--- config.mk ---
export PLATFORM = sky130hd
export DESIGN_NAME = vx_vwb_sequencer
export DESIGN_NICKNAME = d
export VERILOG_FILES = /design/src/rtl/vx_vwb_sequencer.sv
export SDC_FILE = /design/constraint.sdc
export NUM_CORES = 1
export LEC_CHECK = 0
export ABC_AREA = 1
export ABC_CLOCK_PERIOD_IN_PS = 3810
export BUFFER_PORTS_ARGS = -buffer_cell sky130_fd_sc_hd__buf_2
export CAP_MARGIN = 40
export CORE_AREA = 2 2 338 340
export CTS_CLUSTER_SIZE = 12
export DETAILED_ROUTE_END_ITERATION = 6
export DIE_AREA = 0 0 340 342
export GPL_ROUTABILITY_DRIVEN = 0
export SYNTH_ARGS = -nofsm -noshare
export SYNTH_HDL_FRONTEND = slang
export SYNTH_SLANG_ARGS = --single-unit
--- constraint.sdc ---
create_clock -name clk -period 3.81 [get_ports clk]
set_input_delay 0.5715 -clock clk [delete_from_list [all_inputs] [get_ports clk]]
set_output_delay 0.5715 -clock clk [all_outputs]
set_load 0.1 [all_outputs]
--- src/rtl/vx_vwb_sequencer.sv ---
// Vector writeback sequencer: takes one full-vector result packet and emits it as
// SIMD_WIDTH-wide writeback beats with per-lane masks and sop/eop framing.
module vx_vwb_sequencer #(
  parameter int unsigned SIMD_WIDTH    = 4,
  parameter int unsigned XLEN          = 32,
  parameter int unsigned MAX_VL        = 16,
  parameter int unsigned NR_BITS       = 6,
  parameter int unsigned NW_BITS       = 2,
  parameter int unsigned UUID_WIDTH    = 44,
  parameter int unsigned PC_BITS       = 30,
  parameter int unsigned PERF_CTR_BITS = 44,
  localparam int unsigned NUM_BEATS    = MAX_VL / SIMD_WIDTH,
  localparam int unsigned SIMD_IDX_W   = (NUM_BEATS > 1) ? $clog2(NUM_BEATS) : 1,
  localparam int unsigned VL_WIDTH     = $clog2(MAX_VL + 1)
) (
  input  logic                       clk,
  input  logic                       reset,
  input  logic                       res_valid,
  output logic                       res_ready,
  input  logic [UUID_WIDTH-1:0]      res_uuid,
  input  logic [NW_BITS-1:0]         res_wid,
  input  logic [PC_BITS-1:0]         res_pc,
  input  logic [NR_BITS-1:0]         res_rd,
  input  logic                       res_wb,
  input  logic [VL_WIDTH-1:0]        res_vl,
  input  logic [MAX_VL*XLEN-1:0]     res_data,
  output logic                       wb_valid,
  input  logic                       wb_ready,
  output logic [UUID_WIDTH-1:0]      wb_uuid,
  output logic [NW_BITS-1:0]         wb_wid,
  output logic [PC_BITS-1:0]         wb_pc,
  output logic [NR_BITS-1:0]         wb_rd,
  output logic [SIMD_IDX_W-1:0]      wb_simd_idx,
  output logic [SIMD_WIDTH-1:0]      wb_mask,
  output logic [SIMD_WIDTH*XLEN-1:0] wb_data,
  output logic                       wb_sop,
  output logic                       wb_eop,
  output logic                       busy,
  output logic [PERF_CTR_BITS-1:0]   perf_stalls
);

  typedef enum logic [0:0] {StIdle, StSend} state_e;

  state_e                   state_q;
  logic [UUID_WIDTH-1:0]    uuid_q;
  logic [NW_BITS-1:0]       wid_q;
  logic [PC_BITS-1:0]       pc_q;
  logic [NR_BITS-1:0]       rd_q;
  logic [MAX_VL*XLEN-1:0]   data_q;
  logic [VL_WIDTH-1:0]      vl_q;
  logic [SIMD_IDX_W-1:0]    beat_q;
  logic [PERF_CTR_BITS-1:0] perf_q;

  logic [SIMD_IDX_W:0]      last_beat;
  logic [VL_WIDTH-1:0]      vl_clamped;
  logic                     wb_fire;
  logic                     load;

  assign busy        = (state_q == StSend);
  assign wb_valid    = busy;
  assign wb_uuid     = uuid_q;
  assign wb_wid      = wid_q;
  assign wb_pc       = pc_q;
  assign wb_rd       = rd_q;
  assign wb_simd_idx = beat_q;
  assign perf_stalls = perf_q;
  assign wb_sop      = busy && (beat_q == '0);
  assign wb_eop      = busy && ({1'b0, beat_q} == last_beat);
  assign wb_fire     = busy && wb_ready;
  // Bypass lets the next packet load in the same cycle the current eop drains.
  assign res_ready   = !busy || (wb_ready && wb_eop);
  assign load        = res_valid && res_ready && res_wb;
  assign vl_clamped  = (res_vl > VL_WIDTH'(MAX_VL)) ? VL_WIDTH'(MAX_VL) : res_vl;

  // An empty vector still gets one (fully masked) beat so the scoreboard releases.
  always_comb begin
    int unsigned nb;
    nb = (int'(vl_q) + SIMD_WIDTH - 1) / SIMD_WIDTH;
    if (nb == 0) nb = 1;
    last_beat = (SIMD_IDX_W + 1)'(nb - 1);
  end

  always_comb begin
    logic [VL_WIDTH:0] lane;
    wb_mask = '0;
    wb_data = '0;
    lane    = '0;
    for (int j = 0; j < SIMD_WIDTH; j++) begin
      lane       = (VL_WIDTH + 1)'(int'(beat_q) * SIMD_WIDTH + j);
      wb_mask[j] = busy && (lane < {1'b0, vl_q});
      wb_data[j*XLEN +: XLEN] = data_q[(int'(beat_q) * SIMD_WIDTH + j) * XLEN +: XLEN];
    end
  end

  always_ff @(posedge clk or negedge reset) begin
    if (!reset) begin
      state_q <= StIdle;
      uuid_q  <= '0;
      wid_q   <= '0;
      pc_q    <= '0;
      rd_q    <= '0;
      data_q  <= '0;
      vl_q    <= '0;
      beat_q  <= '0;
      perf_q  <= '0;
    end else begin
      if (busy && !wb_ready) perf_q <= perf_q + PERF_CTR_BITS'(1);
      if (load) begin
        uuid_q  <= res_uuid;
        wid_q   <= res_wid;
        pc_q    <= res_pc;
        rd_q    <= res_rd;
        data_q  <= res_data;
        vl_q    <= vl_clamped;
        beat_q  <= '0;
        state_q <= StSend;
      end else if (wb_fire) begin
        if (wb_eop) begin
          beat_q  <= '0;
          state_q <= StIdle;
        end else begin
          beat_q <= beat_q + SIMD_IDX_W'(1);
        end
      end
    end
  end

endmodule

Word level (Yosys, flattened, before mapping)
Index checks and enable logic that the tools add are counted.
{ "op_classes": {"add_sub_neg": 8, "multipliers": 0, "n_div": 0, "order_cmp": 5, "eq_ne": 1, "shifts": 4, "muxes": 8, "n_bitwise": 0, "n_reduce_logical": 19} }
{ "op_table": {"columns": ["operator", "n"], "rows": [
  ["$shiftx 512x11->32", 3],
  ["$shiftx 512x10->32", 1],
  ["$add 44x1->44 const B", 1],
  ["$logic_not 32->1", 1],
  ["$lt 6x5->1", 3],
  ["$logic_and 1x1->1", 11],
  ["$add 4x2->5 const B", 2],
  ["$sub 6x1->7 const B", 1],
  ["$add 5x3->6 const B", 1],
  ["$mux 2", 3],
  ["$add 4x1->5 const B", 1],
  ["$gt 5x5->1 const B", 1],
  ["$lt 4x5->1", 1],
  ["$mux 5", 1],
  ["$reduce_bool 2->1", 2],
  ["$eq 2x3->1", 1],
  ["$mux 1", 3],
  ["$mux 3", 1],
  ["$sub 3x1->3 const B", 1],
  ["$add 2x1->2 const B", 1],
  ["$logic_not 1->1", 2],
  ["$logic_not 2->1", 1],
  ["$reduce_and 2->1", 1],
  ["$logic_or 1x1->1", 1]
]} }
{ "word_totals": {"register_bits": 646, "latch_bits": 0, "mem_bits_rw": 0, "romBits": 0, "output_inout_bits": 265, "mem_count": 0} }

Depth between registers and ports, before layout
Gate-level depths: netlist (run 1).
{ "logic_depth": {"word_depth": 13, "ltp_mapped": 20} }

Worst setup path after synthesis (run 1)
No wires, ideal clock.
{ "synth_path": {"kind": "register to output", "startpoint": "register beat_q[0], in the netlist wb_simd_idx[0]", "endpoint": "output port wb_mask[2]", "t_arrival_ns": 4.210, "required_ns": 3.239, "slack_ns": -0.972, "stages_incl_launch_ff": 9, "path_cell_list": "dfrtp_1 -> inv_2 -> clkbuf_1 -> buf_1 -> ha_1 -> nand2_1 -> nor2_1 -> nor2_1 -> o21a_1"} }
{ "synth_between": {"elab_chain_cells": 3} }
{ "synth_lines": {"columns": ["item", "line", "text"], "rows": [
  ["start, declared", "51", "logic [SIMD_IDX_W-1:0] beat_q;"],
  ["start signal, assigned", "122", "beat_q <= beat_q + SIMD_IDX_W'(1);"],
  ["$add 4x2->5", "89", "lane = (VL_WIDTH + 1)'(int'(beat_q) * SIMD_WIDTH + j);"],
  ["$lt 6x5->1", "90", "wb_mask[j] = busy && (lane < {1'b0, vl_q});"],
  ["$logic_and 1x1->1", "90", null],
  ["end, declared", "34", "output logic [SIMD_WIDTH-1:0] wb_mask,"]
]} }
No other way between the ends.

Worst setup path in the final report (run 1)
{ "layout_path": {"startpoint": "register beat_q[0], in the netlist wb_simd_idx[0]", "endpoint": "output port wb_data[33]"} }
{ "layout_between": {"elab_chain_cells": 2} }
{ "layout_lines": {"columns": ["item", "line", "text"], "rows": [
  ["$add 4x1->5", "91", "wb_data[j*XLEN +: XLEN] = data_q[(int'(beat_q) * SIMD_WIDTH + j) * XLEN +: XLEN];"],
  ["$shiftx 512x11->32", "91", null],
  ["end, declared", "35", "output logic [SIMD_WIDTH*XLEN-1:0] wb_data,"]
]} }
No other way between the ends.

==> results of run 1 <==
stage by stage:
step / util, % / instance area [um^2] / setup slack (ns) / instances
finish: 34.9 / 39500 / 0.355 / 6118
global route: 34.9 / 39500 / 0.214 / 6113
CTS: 34.8 / 39400 / 0.343 / 6090
detailed placement: 32.5 / 36800 / 0.984 / 5947
global placement: 32.5 / 36800 / 0.971 / 5947
floorplan: - / 30700 / -0.257 / 3761
final cells by class:
cell class | count | area, um^2
diodes | 28 | 70.1
clock buffers | 114 | 2300
clock inverters | 29 | 310
fillers | 11800 | 73600
inverters | 63 | 254
multi-input cells | 2766 | 13000
flip-flops and latches | 646 | 16200
well taps | 1512 | 1890
repair buffers | 960 | 5520
metal layers:
layer  up-vias  routed length [um]  track usage [%]
met5         -                 172                0
met2      1021               53700             30.3
met3       239                8380             4.70
met4        30                4330             7.89
li1      13900                   -                -
met1     14400               49000             25.0
cell families (layout without fill, tap and decap cells):
group                    after synthesis  count (layout)  share of synthesized area (%)
buffers and inverters                349            1166                           5.42
AND/OR/NAND/NOR                     2328            2328                           32.1
AO/OA/AOI/OAI                        404             404                           7.34
XOR/XNOR                              28              28                          0.820
flip-flops                           646             646                           54.0
other                                  0              28                              0
adder cells (fa/ha/maj)                6               6                          0.251
cell usage in the layout, fill, tap and decap left out, types with 3 or more instances in the layout:
master,Yosys,layout
buf_12,0,37
buf_2,108,864
buf_4,3,58
bufinv_16,0,3
clkbuf_1,147,17
clkbuf_16,0,80
clkbuf_8,0,17
clkinv_2,0,13
clkinvlp_4,0,5
dfrtp_1,646,644
diode_2,0,28
ha_1,6,6
inv_1,59,58
inv_6,0,3
nand2_1,1347,1346
nand3_1,622,622
nand3b_1,5,5
nand4_1,17,17
nor2_1,325,324
nor3_1,8,8
o21ai_0,268,268
o22ai_2,0,128
xnor2_1,9,9
xor2_1,19,19
state kept, by name (all words and copies together) (netlist names):
name	cells
busy	1
perf_stalls	44
wb_rd	6
wb_pc	30
vl_q	5
wb_uuid	44
wb_wid	2
wb_simd_idx	2
data_q	512
worst paths after layout:
kind / slack, ns / cells after the start / to
max: 0.36 / 5 / wb_data[33]
min: -0.03 / 1 / data_q[430]
max reg2reg: 0.98 / 14 / data_q[433]
min reg2reg: 0.46 / 2 / data_q[216]
max in group asynchronous: 2.69 / 2 / data_q[343]
min in group clk: 0.15 / 3 / data_q[336]
==> results by group, run 1 <==
Clock network
  – Clk_lat worst skew: 0.65 ns
  – TritonCTS clock tree: built
  – Hold_buf cts: 0
  – Clock buffer depth: 3
  – Post-CTS sizing: 0
  – TritonCTS buffer count: 79
  – Post CTS Setup Buffer Count: 0
  – CTS Root Cell: clkbuf_16
  – Worst-path clk slew: around 0.06 ns
  – H-tree lvl count: 3
  – Num Clock Sinks: 646

STA
  – Tmin final: 3.45 ns
  – Fin Setup TNS: 0 ns
  – Final period util: 90.7%
  – F_max: between 0.2 and 0.3 GHz
  – Final hold vios: 9
  – Clock Skews: 0.0300 ns
  – Final slew viol count: 0
  – Final setup viols: 0
  – Slew margin rel.: 29.9%
  – RSZ-0062 raised after global routing: false
  – Worst slew pin tran: around 1.1 ns
  – WHS: -0.0281 ns

Synthesis
  – Most common cell in the netlist: nand2_1
  – List of most frequent post-synthesis cells: nand2_1 (1,347), dfrtp_1 (646), nand3_1 (622)
  – Mapped Avg Cell Area: 7.95 um^2
  – Mapped Cells: 3,761
  – Synth top area cells: dfrtp_1 (54%), nand2_1 (17%), nand3_1 (10%)
  – Post-Syn Area: 29,900 um^2
  – Sequential area share after synthesis: a little over half
  – Post-synth top area cell: dfrtp_1
  – Async SR Flop Fraction: 100%
  – Top_reg_cell synth: dfrtp_1
  – Syn Nets: 4,371
  – Share of Yosys cell area claimed by the top area cell type: 54.0%
  – Number of flops mapped to enable cells by yosys: 0
  – Synth warn: 0
  – Distinct cell type count after synthesis: 29
  – #FFs+latches synth: 646

Critical path
  – WP data required: 3.24 ns
  – Slowest CP cell: dfrtp_4
  – Critical path type: reg -> out
  – Critical-path cell list: inv_8 -> buf_12 -> o21ai_0 -> o22ai_2 -> buf_2
  – Top delay family on crit path: buffers and inverters
  – Peak fanout along the critical path: 46
  – Crit path capture type: output pin
  – Crit path buffers/inverters: 3
  – CP max stage delay: around 0.55 ns
  – CP arrival: around 2.9 ns
  – Startpoint Class: flip-flop
  – CP startpoint: wb_simd_idx[0]
  – Critical R2R Launch: vl_q[0]

Global route
  – Largest net degree at the start of global routing: 186
  – GRT Resource Usage Total: about a fifth
  – Initial antenna violation count: 43
  – Vias in the first global route: 28,500
  – First-pass GRT wire length: 173,000 um
  – GRT overflow: 0

Cells and area
  – Share of cells above drive strength 1: 26.8%
  – Final Net Count: 5,126
  – Area delta synth->final: 31.9%

Die
  – Die Width: around 340 um
  – Rows: 124
  – Core area: about 110,000 um^2
  – Ports: between 800 and 900
  – Starting Density: 26.4%
  – Die area: between 100,000 and 150,000 um^2
  – Die H: 342 um

Placement
  – Buffers on Ports: 868
  – Post-detail-place hpwl: slightly above 80,000 um

Drt
  – DRT Pass-1 Iters: 5
  – Routed WL: 116,000 um
  – Wirelength per Cell: 18.9 um
  – Mean number of vias per cell: between 4 and 5
  – Remaining routing DRC violations: 0
  – Via Count: 29,500
  – 1st-iter DRT viols: between 2,000 and 2,500
  – Antenna-violating nets left: 0

Outcome
  – Status: finished with violations
  – Failing checks: hold timing

Worst hold path
  – Min-delay worst type: in -> async

Flow run
  – Max-Cap Viols: 0
Power of run 1 is left out: the tool's default activity adds up to more than one toggle a clock period on the data nets, which glitch-free logic cannot reach.
==> run 2: changes to the inputs <==
==> constraint.sdc (replaced) <==
create_clock -name clk -period 3.81 [get_ports clk]
set_input_delay 0.5715 -clock clk [delete_from_list [all_inputs] [get_ports clk]]
set_output_delay 0.5715 -clock clk [all_outputs]
set_load 0.01 [all_outputs]
==> results by group, run 2 (synthesis gave the netlist of run 1 again) <==
Outcome
  – Status: completed (was finished with violations)

Pwr
  – Worst vdd ir: 462 uV
  – Pwr Total: about 34 mW
  – PwrDens: around 870 nW/um^2
  – LEAKAGE: 20.3 nW

Cells and area
  – Most frequent cells in the layout: nand2_1 (1,346), buf_2 (867), dfrtp_1 (644), nand3_1 (622), nor2_1 (325) (was nand2_1 (1,346), buf_2 (864), dfrtp_1 (644), nand3_1 (622), nor2_1 (324))
  – Area delta synth->final: 29.2% (was 31.9%)
  – Most common cell after layout, fill and taps aside: nand2_1 (unchanged)
  – Biggest register: data_q (unchanged)
  – Share of cells above drive strength 1: 24.2% (was 26.8%)
  – Final Net Count: 5,135 (was 5,126)
  – Largest register FFs: 512 (unchanged)

Global route
  – Largest net degree at the start of global routing: 173 (was 186)
  – GRT overflow: 0 (unchanged)
  – Initial antenna violation count: 66 (was 43)
  – GRT Resource Usage Total: 19.7% (was 19.1%)
  – First-pass GRT wire length: 176,000 um (was 173,000 um)
  – Vias in the first global route: 28,200 (was 28,500)

Drt
  – 1st-iter DRT viols: 2,188 (was 2,205)
  – Wirelength per Cell: 19.4 um (was 18.9 um)
  – Remaining routing DRC violations: 0 (unchanged)
  – Routed WL: 119,000 um (was 116,000 um)
  – DRT Pass-1 Iters: 7 (was 5)
  – Mean number of vias per cell: 4.81 (was 4.83)
  – Via Count: 29,500 (about the same)
  – Antenna-violating nets left: 0 (unchanged)

STA
  – Worst slew pin tran: 0.931 ns (was 1.05 ns)
  – F_max: 0.283 GHz (was 0.289 GHz)
  – Final slew viol count: 0 (unchanged)
  – RSZ-0062 raised after global routing: false (unchanged)
  – Final hold vios: 0 (was 9)
  – Final setup viols: 0 (unchanged)
  – Final period util: 92.7% (was 90.7%)
  – Fin Setup TNS: 0 ns (unchanged)
  – Slew margin rel.: 37.9% (was 29.9%)
  – Clock Skews: 0.0216 ns (was 0.0300 ns)
  – Tmin final: 3.53 ns (was 3.45 ns)

Die
  – Rows: 124 (unchanged)
  – Starting Density: 26.4% (unchanged)
  – Ports: 869 (unchanged)
  – Core area: 113,000 um^2 (unchanged)
  – Die Width: 340 um (unchanged)
  – Die area: 116,000 um^2 (unchanged)
  – Die H: 342 um (unchanged)

Clock network
  – Clk_lat worst skew: 0.65 ns (about the same)
  – H-tree lvl count: 3 (unchanged)
  – Num Clock Sinks: 646 (unchanged)
  – TritonCTS clock tree: built (unchanged)
  – TritonCTS buffer count: 78 (was 79)
  – Post-CTS sizing: 0 (unchanged)
  – Clock buffer depth: 3 (unchanged)
  – CTS Root Cell: clkbuf_16 (unchanged)
  – Worst-path clk slew: 0.06 ns (about the same)

Critical path
  – Peak fanout along the critical path: 28 (was 46)
  – Startpoint Class: flip-flop (unchanged)
  – Critical path type: reg -> out (unchanged)
  – WP data required: 3.24 ns (about the same)
  – Crit path capture type: output pin (unchanged)
  – CP arrival: 2.96 ns (was 2.88 ns)

Flow run
  – Max-Cap Viols: 0 (unchanged)

Placement
  – Post-detail-place hpwl: 85,300 um (was 81,500 um)
  – Buffers on Ports: 868 (unchanged)

Worst hold path
  – Min-delay worst type: in -> reg (was in -> async)
[run 2: changes by cell type in the layout (fill, tap and decap cells not counted), sizes merged, moves of 2 or more]
cell	change
buf	+9
clkbuf	-2
clkinvlp	-2
diode	+14
inv	+3
[run 2: path summary, 6_finish.rpt]
| check | startpoint | endpoint | slack (ns) | cells after the start |
|---|---|---|---|---|
| setup / recovery | wb_simd_idx[1] | wb_data[48] | 0.28 | 4 |
| hold / removal | res_data[162] | data_q[162] | 0.16 | 3 |
| setup reg to reg | vl_q[4] | data_q[424] | 0.96 | 15 |
| hold reg to reg | data_q[343] | data_q[343] | 0.46 | 2 |
| max in group asynchronous | reset | data_q[385] | 2.04 | 4 |
| min in group asynchronous | reset | wb_uuid[31] | 0.51 | 2 |
[run 2: area by class of cell]
class                           instances  area, um^2
Fill cell                           12000       74400
Tap cell                             1512        1890
Clock inverter                         29         292
Clock buffer                          112        2300
Sequential cell                       646       16200
Inverter                               63         254
Multi-Input combinational cell       2766       12100
Timing Repair Buffer                  970        5500
Antenna cell                           42         105
[run 2: critical path, stage by stage (launching register included)]
cell,delay (ns)
dfrtp_4,0.53
inv_4,0.43
o21ai_0,0.50
o22ai_1,0.57
buf_2,0.24
[run 2: routing by layer]
metal | global-route usage (%) | routed length, um | vias up
met4 | 8.52 | 4350 | 28
li1 | - | - | 13900
met5 | 0 | 162 | -
met2 | 30.2 | 54600 | 1065
met3 | 5.90 | 10400 | 236
met1 | 25.6 | 49600 | 14300
[run 2: repair_timing]
action	in CTS	in global routing
hold buffers	1	0
endpoints found under the hold margin	48	0
buffers inserted	0	0
[run 2: through the flow]
stage               cells  hold WS, ns  util, %  setup WS (ns)  cell area [um^2]
floorplan            3761        0.276        -           1.26             29900
global placement     5956        0.448     31.8          0.902             35900
detailed placement   5956        0.453     31.8          0.918             35900
CTS                  6098       0.0886     34.1          0.217             38600
global route         6131        0.116     34.2          0.165             38600
finish               6140        0.158     34.2          0.277             38700
[run 2: power breakdown]
part	switching (mW)	internal, mW
clock	3.14	4.43
sequential	1.98	10.0
combinational	9.27	4.90
Power figures use the tool's default switching activity.
